[src/rtl/fury_pkg.sv]
// rtl/fury_pkg.sv - shared game constants for Fury on Wheels
package fury_pkg;

    localparam logic [1:0] EST_IDLE  = 2'd0;
    localparam logic [1:0] EST_RUN   = 2'd1;
    localparam logic [1:0] EST_PAUSA = 2'd2;
    localparam logic [1:0] EST_FIN   = 2'd3;

    localparam int NUM_CARRILES = 3;

endpackage

[src/rtl/contador_bcd.sv]
// rtl/contador_bcd.sv - 4-digit BCD incrementer with enable, clear and 9999 saturation
module contador_bcd (
    input  logic        clk,
    input  logic        rst,
    input  logic        clr,
    input  logic        en,
    output logic [15:0] valor
);

    logic [15:0] valor_q;
    logic [15:0] valor_d;
    logic        acarreo;

    always_comb begin
        valor_d = valor_q;
        acarreo = 1'b1;
        if (clr) begin
            valor_d = 16'h0000;
        end else if (en && valor_q != 16'h9999) begin
            for (int i = 0; i < 4; i++) begin
                if (acarreo) begin
                    if (valor_q[4*i +: 4] == 4'd9) begin
                        valor_d[4*i +: 4] = 4'd0;
                    end else begin
                        valor_d[4*i +: 4] = valor_q[4*i +: 4] + 4'd1;
                        acarreo = 1'b0;
                    end
                end
            end
        end
    end

    always_ff @(posedge clk) begin
        if (rst) valor_q <= 16'h0000;
        else     valor_q <= valor_d;
    end

    assign valor = valor_q;

endmodule

[src/rtl/motor_pista.sv]
// rtl/motor_pista.sv - scrolling three-lane road, player lane, score and collision flag
module motor_pista
    import fury_pkg::*;
#(
    parameter int          FILAS    = 8,
    parameter int          DIV_TICK = 2_500_000,
    parameter logic [15:0] SEMILLA  = 16'hACE1
) (
    input  logic               clk,
    input  logic               rst,
    input  logic [1:0]         estados,
    input  logic               izq,
    input  logic               der,
    output logic [1:0]         carril,
    output logic [3*FILAS-1:0] pista,
    output logic [15:0]        puntos,
    output logic               gameover
);

    localparam int CW = (DIV_TICK > 2) ? $clog2(DIV_TICK) : 1;

    logic [CW-1:0]      cnt_q, cnt_d;
    logic [15:0]        lfsr_q, lfsr_d;
    logic [3*FILAS-1:0] pista_q, pista_d;
    logic [1:0]         carril_q, carril_d;
    logic               gameover_q, gameover_d;
    logic               izq_prev_q, der_prev_q;
    logic [1:0]         est_prev_q;
    logic               impar_q, impar_d;

    logic       limpiar, activo, tick;
    logic       izq_ev, der_ev;
    logic [2:0] fila_nueva, ultima;

    always_comb begin
        limpiar = (estados == EST_IDLE) || (est_prev_q == EST_FIN && estados == EST_RUN);
        activo  = (estados == EST_RUN) && !limpiar;
        tick    = activo && (cnt_q == CW'(DIV_TICK - 1));
        izq_ev  = izq_prev_q & ~izq;
        der_ev  = der_prev_q & ~der;
        ultima  = pista_q[3*FILAS-1 -: 3];
        lfsr_d  = {lfsr_q[0] ^ lfsr_q[2] ^ lfsr_q[3] ^ lfsr_q[5], lfsr_q[15:1]};

        // Obstacles only on alternate ticks, and never a fully blocked row
        fila_nueva = impar_q ? lfsr_q[2:0] : 3'b000;
        if (fila_nueva == 3'b111) fila_nueva = 3'b101;

        cnt_d      = cnt_q;
        pista_d    = pista_q;
        carril_d   = carril_q;
        gameover_d = gameover_q;
        impar_d    = impar_q;

        if (limpiar) begin
            cnt_d      = '0;
            pista_d    = '0;
            carril_d   = 2'd1;
            gameover_d = 1'b0;
            impar_d    = 1'b1;
        end else if (activo) begin
            cnt_d = tick ? '0 : cnt_q + 1'b1;
            if (tick) begin
                pista_d = {pista_q[3*FILAS-4:0], fila_nueva};
                impar_d = ~impar_q;
            end
            if (izq_ev && !der_ev && carril_q != 2'd0)
                carril_d = carril_q - 2'd1;
            else if (der_ev && !izq_ev && carril_q != 2'(NUM_CARRILES - 1))
                carril_d = carril_q + 2'd1;
            if (ultima[carril_q]) gameover_d = 1'b1;
        end
    end

    always_ff @(posedge clk) begin
        if (rst) begin
            cnt_q      <= '0;
            lfsr_q     <= SEMILLA;
            pista_q    <= '0;
            carril_q   <= 2'd1;
            gameover_q <= 1'b0;
            izq_prev_q <= 1'b1;
            der_prev_q <= 1'b1;
            est_prev_q <= EST_IDLE;
            impar_q    <= 1'b1;
        end else begin
            cnt_q      <= cnt_d;
            lfsr_q     <= lfsr_d;
            pista_q    <= pista_d;
            carril_q   <= carril_d;
            gameover_q <= gameover_d;
            izq_prev_q <= izq;
            der_prev_q <= der;
            est_prev_q <= estados;
            impar_q    <= impar_d;
        end
    end

    contador_bcd u_puntos (
        .clk   (clk),
        .rst   (rst),
        .clr   (limpiar),
        .en    (tick),
        .valor (puntos)
    );

    assign carril   = carril_q;
    assign pista    = pista_q;
    assign gameover = gameover_q;

endmodule

[config.mk]
export PLATFORM = sky130hd
export DESIGN_NAME = motor_pista
export DESIGN_NICKNAME = d
export VERILOG_FILES = /design/src/rtl/fury_pkg.sv /design/src/rtl/contador_bcd.sv /design/src/rtl/motor_pista.sv
export SDC_FILE = /design/constraint.sdc
export NUM_CORES = 1
export LEC_CHECK = 0
export ABC_AREA = 1
export CAP_MARGIN = 20
export CORE_MARGIN = 2
export CORE_UTILIZATION = 50
export DETAILED_ROUTE_END_ITERATION = 10
export PLACE_DENSITY = 0.81
export REMOVE_ABC_BUFFERS = 1
export SLEW_MARGIN = 10
export SYNTH_ARGS = -nofsm -noshare
export SYNTH_HDL_FRONTEND = slang
export SYNTH_SLANG_ARGS = --single-unit
[constraint.sdc]
create_clock -name clk -period 4.2 [get_ports clk]
set_input_delay 0.42 -clock clk [delete_from_list [all_inputs] [get_ports clk]]
set_output_delay 0.42 -clock clk [all_outputs]
set_load 0.03 [all_outputs]
==> impl_summary.txt, run 1 <==
----------------------------------------------------
[Drt]
  Number of DRC markers in iteration 0 ... 195
  Router iterations before antenna repair ... 5
  Wire per inst ... 11.9 µm
  Routed vias/inst ... between 5 and 6
  Post-route DRC violation count ... 0
  Number of vias after detailed routing ... about 3600
  Post-detailed-routing wire length ... roughly 8500 µm
  Number of nets with antenna violations after routing ... 0

[Timing]
  Setup TNS ... 0 ns
  Max Fclk ... approximately 0.4 GHz
  Tmin final ... ~2.4 ns
  Tcrit/Tclk final ... approximately three fifths
  Endpoints failing hold ... 0
  Max-slew headroom at the worst pin ... about half
  Setup repair after global routing missed its margin ... no
  Max-slew violations ... 0
  Worst clock skew ... about 0.010 ns
  Final-report setup violation count ... 0
  Worst Max-Slew Pin Slew ... around 0.74 ns
  Setup slack after layout ... 1.75 ns

[Yosys]
  Most repeated cell in the gate-level netlist after synthesis ... sky130_fd_sc_hd__nor2_1
  Top cells by count, synth ... sky130_fd_sc_hd__nor2_1, sky130_fd_sc_hd__nand2_1, sky130_fd_sc_hd__dfxtp_1, sky130_fd_sc_hd__inv_1, sky130_fd_sc_hd__o21ai_0
  Flip-flop and latch count after synthesis ... 86
  Simple-Gate Fraction of Synth Area ... 35.9%
  Post-synth design cell area ... 0.00407 mm²
  Post-synthesis average cell area ... 7.18 µm²
  Post-synth top area cell ... sky130_fd_sc_hd__dfxtp_1
  Most used flip-flop cell after synthesis ... sky130_fd_sc_hd__dfxtp_1
  Fraction of synthesized cell area taken by the top area cell type ... between 40% and 50%
  Number of distinct library cells after synthesis ... 39
  Share of synthesized registers carrying an async set or reset ... 0%
  Synth Area in Adders ... less than 1%
  Share of the yosys chip area belonging to registers ... 42.3%
  Proportion of synthesized area in mux cells ... 0%
  Number of instances in the synthesized netlist ... approximately 570
  Area fraction in compound gates after synthesis ... 8.88%
  Synthesis warning total ... 0
  Area share of xor/xnor cells in the synthesized design ... 1.72%
  Number of enable flip-flop cells after synthesis ... 0
  Top cells by area in the synthesized netlist ... sky130_fd_sc_hd__dfxtp_1, sky130_fd_sc_hd__nor2_1, sky130_fd_sc_hd__nand2_1
  Combinational family with the most area after synthesis ... simple AND/OR/NAND/NOR gates

[Power]
  Cell leakage power ... between 1.5 and 2 nW
  Power per unit of standard cell area ... roughly 320 mW/mm²
  IR drop worst, VDD ... about 280 µV
  Post-route total power ... ~1.6 mW

[Worst hold path]
  Min-Delay Path Class ... register to register

[Die]
  Number of top-level design ports ... around 50
  Count of standard-cell rows ... 32
  Initial cell density of the core ... roughly 52%
  Width of the die ... approximately 94 µm
  Core box area ... approximately 0.008 mm²
  Full die area ... ~0.009 mm²
  Vert. Die Dim ... 94.2 µm

[Job]
  Maximum capacitance violations ... 0

[Placement]
  Setup slack at placement ... roughly 1.3 ns
  Cell count after placement ... between 700 and 800
  Routability Congestion ... a little under 0.9
  Buffers on Ports ... 48
  DPL Wire Length ... between 6000 and 7000 µm

[Clock network]
  Post CTS Setup Buffer Count ... 0
  Insertion delay of the later-clocked pin in the worst-skew pair ... about 0.36 ns
  H-tree Lvls ... 3
  CTS resizes ... 0
  Clock tree from TritonCTS ... yes
  Post-CTS clock slew at the launch and capture registers of the worst setup and hold paths ... 0.09 ns
  Root buffer cell ... sky130_fd_sc_hd__clkbuf_8
  Cts bufs inserted ... 9
  Clock Path Buffers ... 2
  Sinks on Clock Net ... 86
  Number of buffers inserted for hold repair after clock tree synthesis ... 0

[Finish]
  Number of nets in the final layout ... 619
  Ratio of cells with drive above 1 in the final layout ... between 10% and 20%
  Area growth, synth to finish ... 17.5%
  Ant. Diodes ... 0
  Post-route non-filler standard cell count ... a little over 700

[GRT]
  Wire length of the first global-routing pass ... 15100 µm
  Vias in the first global route ... 3506
  Total routing resource utilization after global routing ... 21.0%
  Initial antenna violation count ... 0
  Pin count of the biggest net entering global routing ... 25
  Total congestion overflow after global routing ... 0

[Setup path]
  Category of the critical setup timing path ... primary input to register
  CP Launch Type ... primary input
  CP arrival ... 2.74 ns
  Largest fanout on the critical path ... 24
  Required @ worst endpoint ... around 4.5 ns
  Critical Path Sink Type ... register

[Run status]
  Result of the run ... finished, final reports clean

----------------------------------------------------
placed cells by master (no fill, tap or decap), types with 2 or more instances in the layout:
| cell | synthesis | layout |
|---|---|---|
| sky130_fd_sc_hd__nor2_1 | 110 | 110 |
| sky130_fd_sc_hd__nand2_1 | 97 | 97 |
| sky130_fd_sc_hd__dfxtp_1 | 86 | 86 |
| sky130_fd_sc_hd__inv_1 | 67 | 67 |
| sky130_fd_sc_hd__clkdlybuf4s50_1 | 0 | 48 |
| sky130_fd_sc_hd__o21ai_0 | 31 | 31 |
| sky130_fd_sc_hd__a21oi_1 | 24 | 24 |
| sky130_fd_sc_hd__nand3_1 | 22 | 22 |
| sky130_fd_sc_hd__nand4_1 | 22 | 22 |
| sky130_fd_sc_hd__inv_2 | 12 | 12 |
| sky130_fd_sc_hd__nor3_1 | 11 | 11 |
| sky130_fd_sc_hd__nor2_2 | 10 | 10 |
| sky130_fd_sc_hd__o21ai_1 | 9 | 9 |
| sky130_fd_sc_hd__clkbuf_8 | 0 | 9 |
| sky130_fd_sc_hd__or2_2 | 8 | 8 |
| sky130_fd_sc_hd__nand2_2 | 7 | 7 |
| sky130_fd_sc_hd__xor2_1 | 7 | 7 |
| sky130_fd_sc_hd__nand3_2 | 4 | 4 |
| sky130_fd_sc_hd__inv_6 | 0 | 4 |
| sky130_fd_sc_hd__nand3_4 | 3 | 3 |
| sky130_fd_sc_hd__clkinv_1 | 2 | 2 |
| sky130_fd_sc_hd__nor2_8 | 2 | 2 |
| sky130_fd_sc_hd__nand4_2 | 2 | 2 |
| sky130_fd_sc_hd__o21bai_1 | 2 | 2 |
| sky130_fd_sc_hd__nor3_2 | 2 | 2 |
| sky130_fd_sc_hd__bufinv_16 | 0 | 2 |
| sky130_fd_sc_hd__buf_4 | 1 | 2 |
final timing paths:
path / endpoint / slack, ns / start / cells after the start
min reg2reg: lfsr_q[8] / 0.41 / lfsr_q[9] / 2
max reg2reg: pista[0] / 1.94 / cnt_q[0] / 10
min: lfsr_q[8] / 0.41 / lfsr_q[9] / 2
max: impar_q / 1.75 / estados[0] / 9
through the flow:
stage / utilization [%] / cell area [µm²] / hold WS (ns)
2_1_floorplan: - / 3930 / 0.388
3_3_place_gp: 58.3 / 4560 / 0.393
3_5_place_dp: 58.3 / 4560 / 0.396
4_1_cts: 61.3 / 4780 / 0.410
5_1_grt: 61.3 / 4780 / 0.431
6_report: 61.3 / 4780 / 0.408
worst max-delay path, cell delays in order:
cell	delay, ns
sky130_fd_sc_hd__clkdlybuf4s50_1	0.53
sky130_fd_sc_hd__nand3_4	0.16
sky130_fd_sc_hd__inv_2	0.25
sky130_fd_sc_hd__nand3_2	0.17
sky130_fd_sc_hd__nor2_8	0.37
sky130_fd_sc_hd__buf_4	0.33
sky130_fd_sc_hd__inv_2	0.20
sky130_fd_sc_hd__or2_0	0.24
sky130_fd_sc_hd__nand3_1	0.07
flip-flops by register name, summed over array words and instances, names as in the netlist:
name / count
izq_prev_q: 1
est_prev_q: 2
gameover: 1
carril: 2
cnt_q: 22
pista: 24
impar_q: 1
u_puntos.valor: 16
der_prev_q: 1
lfsr_q: 16
metal layers:
layer,wire length (µm),global-route usage (%),vias up
met5,0,0,-
met4,94,5.56,0
met3,418,5.14,9
met2,4160,36.6,88
met1,3870,25.9,1654
li1,-,-,1878
power breakdown:
| part | leakage, nW | internal (mW) | total, mW | switching [mW] |
|---|---|---|---|---|
| Sequential | 0.699 | 0.828 | 0.834 | 0.00552 |
| Combinational | 1.13 | 0.0224 | 0.0628 | 0.0403 |
| Clock | 0.111 | 0.343 | 0.658 | 0.314 |
| Total | 1.94 | 1.19 | 1.55 | 0.360 |
final cells by class:
class / instances / area [µm²]
Fill cell: 716 / 3030
Sequential cell: 86 / 1720
Clock inverter: 7 / 103
Clock buffer: 9 / 124
Inverter: 81 / 304
Tap cell: 102 / 128
Multi-Input combinational cell: 384 / 1910
Timing Repair Buffer: 50 / 495
cell families (layout without fill, tap and decap cells):
family / after synthesis / after routing
AOI/OAI and AO/OA: 69 / 69
xor gates and xnor gates: 8 / 8
adders and majority gates: 1 / 1
buffers and inverters: 97 / 147
DFF: 86 / 86
and+or+nand+nor: 306 / 306
(Power assumes the default switching activity.)
==> run 2: changes to the inputs <==
==> constraint.sdc (replaced) <==
create_clock -name clk -period 2.4 [get_ports clk]
set_input_delay 0.24 -clock clk [delete_from_list [all_inputs] [get_ports clk]]
set_output_delay 0.24 -clock clk [all_outputs]
set_load 0.03 [all_outputs]
==> run 2 against run 1 <==
Clock skew up 0.0048 ns. Utilization grew 0.69 points. Critical endpoint unchanged. Critical path type is now register to register. Design area increased by 1.1%. Highest routed layer unchanged. Final cell count grew 0.70%. Total power rose by 77%. Critical path depth is 1 higher. Flip-flop and latch count stayed put.
==> impl_summary.txt, run 2 (synthesis gave the netlist of run 1 again) <==
----------------------------------------------------
[Timing]
  Max Fclk ... between 0.5 and 0.6 GHz
  Final-report setup violation count ... 0
  Setup repair after global routing missed its margin ... no
  Final hold slack ... 0.409 ns
  Tcrit/Tclk final ... 79.8%
  Tmin final ... 1.91 ns
  Max-slew violations ... 0
  Endpoints failing hold ... 0
  Max-slew headroom at the worst pin ... around 73%
  Worst clock skew ... around 0.015 ns
  Setup TNS ... 0 ns
  Setup slack after layout ... 0.486 ns
  Worst Max-Slew Pin Slew ... 0.404 ns

[Drt]
  Routed vias/inst ... 5.11
  Number of DRC markers in iteration 0 ... 228
  Router iterations before antenna repair ... 5
  Post-detailed-routing wire length ... roughly 9000 µm
  Wire per inst ... ~12 µm
  Number of vias after detailed routing ... between 3000 and 4000
  Post-route DRC violation count ... 0
  Number of nets with antenna violations after routing ... 0

[GRT]
  Pin count of the biggest net entering global routing ... 25
  Wire length of the first global-routing pass ... around 16000 µm
  Peak-usage layer in the global routing report ... met2
  Met2 demand-to-capacity share in global routing ... about a third
  Initial antenna violation count ... 0
  Total routing resource utilization after global routing ... approximately 22%
  Met1 Usage GRT ... ~29%
  Routing usage on met3 ... under 10%
  Total congestion overflow after global routing ... 0
  Vias in the first global route ... roughly 3500

[Die]
  Width of the die ... 94.2 µm
  Count of standard-cell rows ... 32
  Number of top-level design ports ... 49
  Core box area ... roughly 0.008 mm²
  Vert. Die Dim ... 94.2 µm
  Full die area ... 0.00888 mm²
  Initial cell density of the core ... a little over half

[Finish]
  Area growth, synth to finish ... 18.8%
  Share of the core filled with cells ... around three fifths
  Finished layout cell area ... a little under 0.005 mm²
  Most frequent cells in the layout ... sky130_fd_sc_hd__nor2_1, sky130_fd_sc_hd__nand2_1, sky130_fd_sc_hd__dfxtp_1
  Post-route non-filler standard cell count ... between 700 and 800
  Filler Cell Count ... between 700 and 800
  Most common cell after layout, fill and taps aside ... sky130_fd_sc_hd__nor2_1
  Flip-flop count of the largest register, all copies and words added ... 24
  Number of nets in the final layout ... approximately 620
  Ratio of cells with drive above 1 in the final layout ... about an eighth
  Ant. Diodes ... 0

[Placement]
  Placed inst area ... roughly 0.0046 mm²
  Setup slack at placement ... between 0.3 and 0.4 ns
  DPL Wire Length ... approximately 6400 µm
  Buffers on Ports ... 48
  Cell count after placement ... between 700 and 800
  Routability Congestion ... about 0.96

[Setup path]
  Critical Path Sink Type ... register
  Required @ worst endpoint ... between 2 and 3 ns
  CP Launch Type ... register
  Largest fanout on the critical path ... 24
  Category of the critical setup timing path ... register to register
  CP arrival ... ~2.2 ns

[Power]
  Sequential Power Share ... 53.1%
  Power per unit of standard cell area ... 569 mW/mm²
  Post-route total power ... ~2.7 mW
  Switch share ... between 20 and 25%
  Proportion of power drawn by combinational gates ... about 4.5%
  Switching component of the power ... 0.634 mW
  Clock power frac ... approximately 43%
  Int Pwr ... roughly 2.1 mW
  Cell leakage power ... 1.96 nW
  IR drop worst, VDD ... slightly above 500 µV

[Clock network]
  Number of buffers inserted for hold repair after clock tree synthesis ... 0
  Post CTS Setup Buffer Count ... 0
  Insertion delay of the later-clocked pin in the worst-skew pair ... approximately 0.36 ns
  Root buffer cell ... sky130_fd_sc_hd__clkbuf_8
  Sinks on Clock Net ... 86
  Clock Path Buffers ... 2
  Clock tree from TritonCTS ... yes
  CTS resizes ... 0
  H-tree Lvls ... 3
  Post-CTS clock slew at the launch and capture registers of the worst setup and hold paths ... ~0.10 ns
  Cts bufs inserted ... 9

[Job]
  Maximum capacitance violations ... 0

[Run status]
  Result of the run ... finished, final reports clean

[Worst hold path]
  Min-Delay Path Class ... register to register

----------------------------------------------------
## run 2: per-layer routing
| layer | wire [µm] | share of wire, % |
|---|---|---|
| met2 | 4160 | 46 |
| met5 | 0 | 0 |
| met3 | 478 | 5.3 |
| met1 | 4270 | 47 |
| met4 | 117 | 1.3 |
## run 2: area by class of cell
| class | instances | area (µm²) | share of cell area (%) |
|---|---|---|---|
| clock buffer | 10 | 138 | 2.85 |
| multi-input combinational | 384 | 1910 | 39.4 |
| clock inverter | 6 | 92.6 | 1.91 |
| tap | 102 | 128 | 2.64 |
| timing repair buffer | 55 | 546 | 11.3 |
| sequential | 86 | 1720 | 35.6 |
| inverter | 81 | 304 | 6.29 |
## run 2: power groups by stage
stage                     Sequential (mW)  Combinational (mW)  Clock (mW)
after global placement               1.49               0.116           0
after global routing                 1.46               0.137        1.24
final                                1.46               0.123        1.17
after CTS                            1.46               0.122        1.19
after floorplan                      1.49              0.0717           0
after detailed placement             1.49               0.121           0
## run 2: path summary, 6_finish.rpt
| kind | depth (start not counted) | end | startpoint | slack [ns] |
|---|---|---|---|---|
| worst min-delay path | 1 | lfsr_q[13] | lfsr_q[14] | 0.41 |
| worst min register to register | 1 | lfsr_q[13] | lfsr_q[14] | 0.41 |
| worst max-delay path | 10 | impar_q | cnt_q[1] | 0.49 |
| worst max register to register | 10 | impar_q | cnt_q[1] | 0.49 |
## run 2: worst max-delay path, stage by stage (launching register included)
cell and delay (ns):
sky130_fd_sc_hd__dfxtp_1 0.37, sky130_fd_sc_hd__ha_1 0.18, sky130_fd_sc_hd__nand2_1 0.09, sky130_fd_sc_hd__inv_1 0.08, sky130_fd_sc_hd__nand2_1 0.09, sky130_fd_sc_hd__nor2_2 0.11, sky130_fd_sc_hd__nand2_2 0.10, sky130_fd_sc_hd__nor2_8 0.26
sky130_fd_sc_hd__inv_2 0.23, sky130_fd_sc_hd__or2_0 0.27, sky130_fd_sc_hd__nand3_1 0.08
==> run 3: changes to the inputs <==
==> constraint.sdc (replaced) <==
create_clock -name clk -period 1.9 [get_ports clk]
set_input_delay 0.19 -clock clk [delete_from_list [all_inputs] [get_ports clk]]
set_output_delay 0.19 -clock clk [all_outputs]
set_load 0.03 [all_outputs]
==> run 3 against run 2 <==
Count of clock-buffer cells in the layout did not move. Non-clock buffer count grew 6. Global-route usage is 0.20 points lower. Utilization rose by 0.096 points. Critical endpoint is now u_puntos.valor[4]. Highest routed layer unchanged.
==> impl_summary.txt, run 3 (synthesis gave the netlist of run 1 again) <==
----------------------------------------------------
[Drt]
  Routed vias/inst ... between 5 and 6
  Post-detailed-routing wire length ... 8880 µm
  Number of DRC markers in iteration 0 ... 137
  Post-route DRC violation count ... 0
  Router iterations before antenna repair ... 5
  Wire per inst ... 12.2 µm
  Number of vias after detailed routing ... ~3700
  Number of nets with antenna violations after routing ... 0

[Job]
  Maximum capacitance violations ... 0

[Finish]
  Most frequent cells in the layout ... sky130_fd_sc_hd__nor2_1, sky130_fd_sc_hd__nand2_1, sky130_fd_sc_hd__dfxtp_1
  Filler Cell Count ... 722
  Sequential cell area ... 0.00172 mm²
  Number of nets in the final layout ... between 600 and 700
  Most common cell after layout, fill and taps aside ... sky130_fd_sc_hd__nor2_1
  Area taken by multi-input logic gates ... between 0.0015 and 0.002 mm²
  Flip-flop count of the largest register, all copies and words added ... 24
  Area growth, synth to finish ... 19.0%
  Finished layout cell area ... between 0.004 and 0.005 mm²
  Ant. Diodes ... 0
  Ratio of cells with drive above 1 in the final layout ... roughly an eighth

[Setup path]
  Largest fanout on the critical path ... 23
  Setup slack on the worst flop-to-flop path ... around 0.16 ns
  Critical Path Sink Type ... register
  CP arrival ... 1.99 ns
  CP endpoint ... u_puntos.valor[4]
  Critical R2R Capture ... u_puntos.valor[4]
  CP Launch Type ... register
  Category of the critical setup timing path ... register to register
  Required @ worst endpoint ... 2.15 ns
  Number of cells on the worst reg-to-reg path ... 11
  Worst reg2reg path startpoint ... cnt_q[0]
  Source of the critical timing path ... cnt_q[0]

[Power]
  IR drop worst, VDD ... between 500 and 600 µV
  Cell leakage power ... 1.97 nW
  Switch share ... between 20% and 30%
  Sequential Power Share ... about 58%
  Clock power frac ... 37.4%
  Power per unit of standard cell area ... 661 mW/mm²
  Int Pwr ... approximately 2.4 mW
  Switching component of the power ... a little over 0.8 mW
  Proportion of power drawn by combinational gates ... under 10%

[Timing]
  Max Fclk ... around 0.57 GHz
  Setup repair after global routing missed its margin ... no
  Final hold slack ... ~0.4 ns
  Max-slew violations ... 0
  Tmin final ... 1.74 ns
  Final-report setup violation count ... 0
  Setup TNS ... 0 ns
  Worst clock skew ... 0.0145 ns
  Max-slew headroom at the worst pin ... 75.2%
  Worst Max-Slew Pin Slew ... approximately 0.37 ns
  Endpoints failing hold ... 0
  Tcrit/Tclk final ... between 90% and 100%

[Die]
  Number of top-level design ports ... about 50
  Full die area ... 0.00888 mm²
  Core box area ... ~0.0078 mm²
  Width of the die ... ~94 µm
  Initial cell density of the core ... a little over half
  Vert. Die Dim ... between 90 and 100 µm
  Count of standard-cell rows ... 32

[Placement]
  Placed inst area ... 0.00466 mm²
  Routability Congestion ... approximately 0.9
  Buffers on Ports ... 48
  DPL Wire Length ... roughly 6600 µm

[Run status]
  Result of the run ... finished, final reports clean

[Clock network]
  Sinks on Clock Net ... 86
  Number of buffers inserted for hold repair after clock tree synthesis ... 0
  Post CTS Setup Buffer Count ... 0
  H-tree Lvls ... 3
  Clock tree from TritonCTS ... yes
  Cts bufs inserted ... 9
  Insertion delay of the later-clocked pin in the worst-skew pair ... roughly 0.35 ns
  Clock Path Buffers ... 2
  Root buffer cell ... sky130_fd_sc_hd__clkbuf_8
  Post-CTS clock slew at the launch and capture registers of the worst setup and hold paths ... 0.09 ns
  CTS resizes ... 0

[GRT]
  Total congestion overflow after global routing ... 0
  Initial antenna violation count ... 0
  Wire length of the first global-routing pass ... between 15000 and 20000 µm
  Vias in the first global route ... about 3600
  Pin count of the biggest net entering global routing ... 37
  Total routing resource utilization after global routing ... 21.8%

[Worst hold path]
  Min-Delay Path Class ... register to register

----------------------------------------------------
[run 3: changes by cell type in the layout (fill, tap and decap cells not counted)]
cell,before,now
sky130_fd_sc_hd__inv_1,67,66
sky130_fd_sc_hd__clkbuf_8,10,9
sky130_fd_sc_hd__inv_6,1,2
sky130_fd_sc_hd__buf_12,1,2
sky130_fd_sc_hd__inv_8,0,1
sky130_fd_sc_hd__bufinv_16,2,0
sky130_fd_sc_hd__clkbuf_1,0,1
sky130_fd_sc_hd__inv_2,12,13
sky130_fd_sc_hd__buf_4,6,11
[run 3: metal layers]
metal	part of all wire (%)	GRT usage, %	vias to the layer above
met2	48	37.1	105
met5	0	0	-
met4	0.52	6.04	0
met3	6.1	5.22	4
li1	-	-	1907
met1	45	27.4	1675
[run 3: critical path, cell delays in order (launching register included)]
cell                      delay, ns
sky130_fd_sc_hd__dfxtp_1       0.37
sky130_fd_sc_hd__ha_1          0.18
sky130_fd_sc_hd__nand2_1       0.10
sky130_fd_sc_hd__inv_1         0.08
sky130_fd_sc_hd__nand2_1       0.08
sky130_fd_sc_hd__nor2_2        0.12
sky130_fd_sc_hd__nand2_2       0.10
sky130_fd_sc_hd__nor2_8        0.14
sky130_fd_sc_hd__buf_12        0.19
sky130_fd_sc_hd__nand3_4       0.09
sky130_fd_sc_hd__o21ai_1       0.14
sky130_fd_sc_hd__nor2_1        0.06
[run 3: power by group through the flow]
stage	registers (mW)	clock network, mW	logic [mW]
floorplan	1.89	0	0.0906
global route	1.85	1.29	0.181
finish	1.84	1.20	0.159
global placement	1.88	0	0.154
CTS	1.84	1.23	0.160
detailed placement	1.89	0	0.160
[run 3: worst min-delay path by stage]
stage	to	depth (start not counted)	start
floorplan	lfsr_q[12]	1	rst
global placement	lfsr_q[3]	2	lfsr_q[4]
detailed placement	lfsr_q[5]	1	lfsr_q[6]
CTS	izq_prev_q	3	izq
global route	lfsr_q[3]	2	lfsr_q[4]
finish	lfsr_q[3]	2	lfsr_q[4]
[run 3: per-stage QoR]
| stage | instances | worst slack (ns) | power [mW] | util (%) |
|---|---|---|---|---|
| after global placement | 714 | 0.133 | 2.04 | 59.7 |
| final | 730 | 0.160 | 3.20 | 62.0 |
| after floorplan | 551 | 0.0251 | 1.98 | - |
| after CTS | 730 | 0.161 | 3.23 | 62.0 |
| after detailed placement | 714 | 0.0968 | 2.04 | 59.7 |
| after global routing | 730 | 0.0110 | 3.32 | 62.0 |
[run 3: final cells by class]
class,count,area share (%)
well taps,102,2.63
flip-flops and latches,86,35.5
multi-input cells,384,39.4
clock inverters,6,1.08
inverters,81,6.28
clock buffers,10,2.63
repair buffers,61,12.5
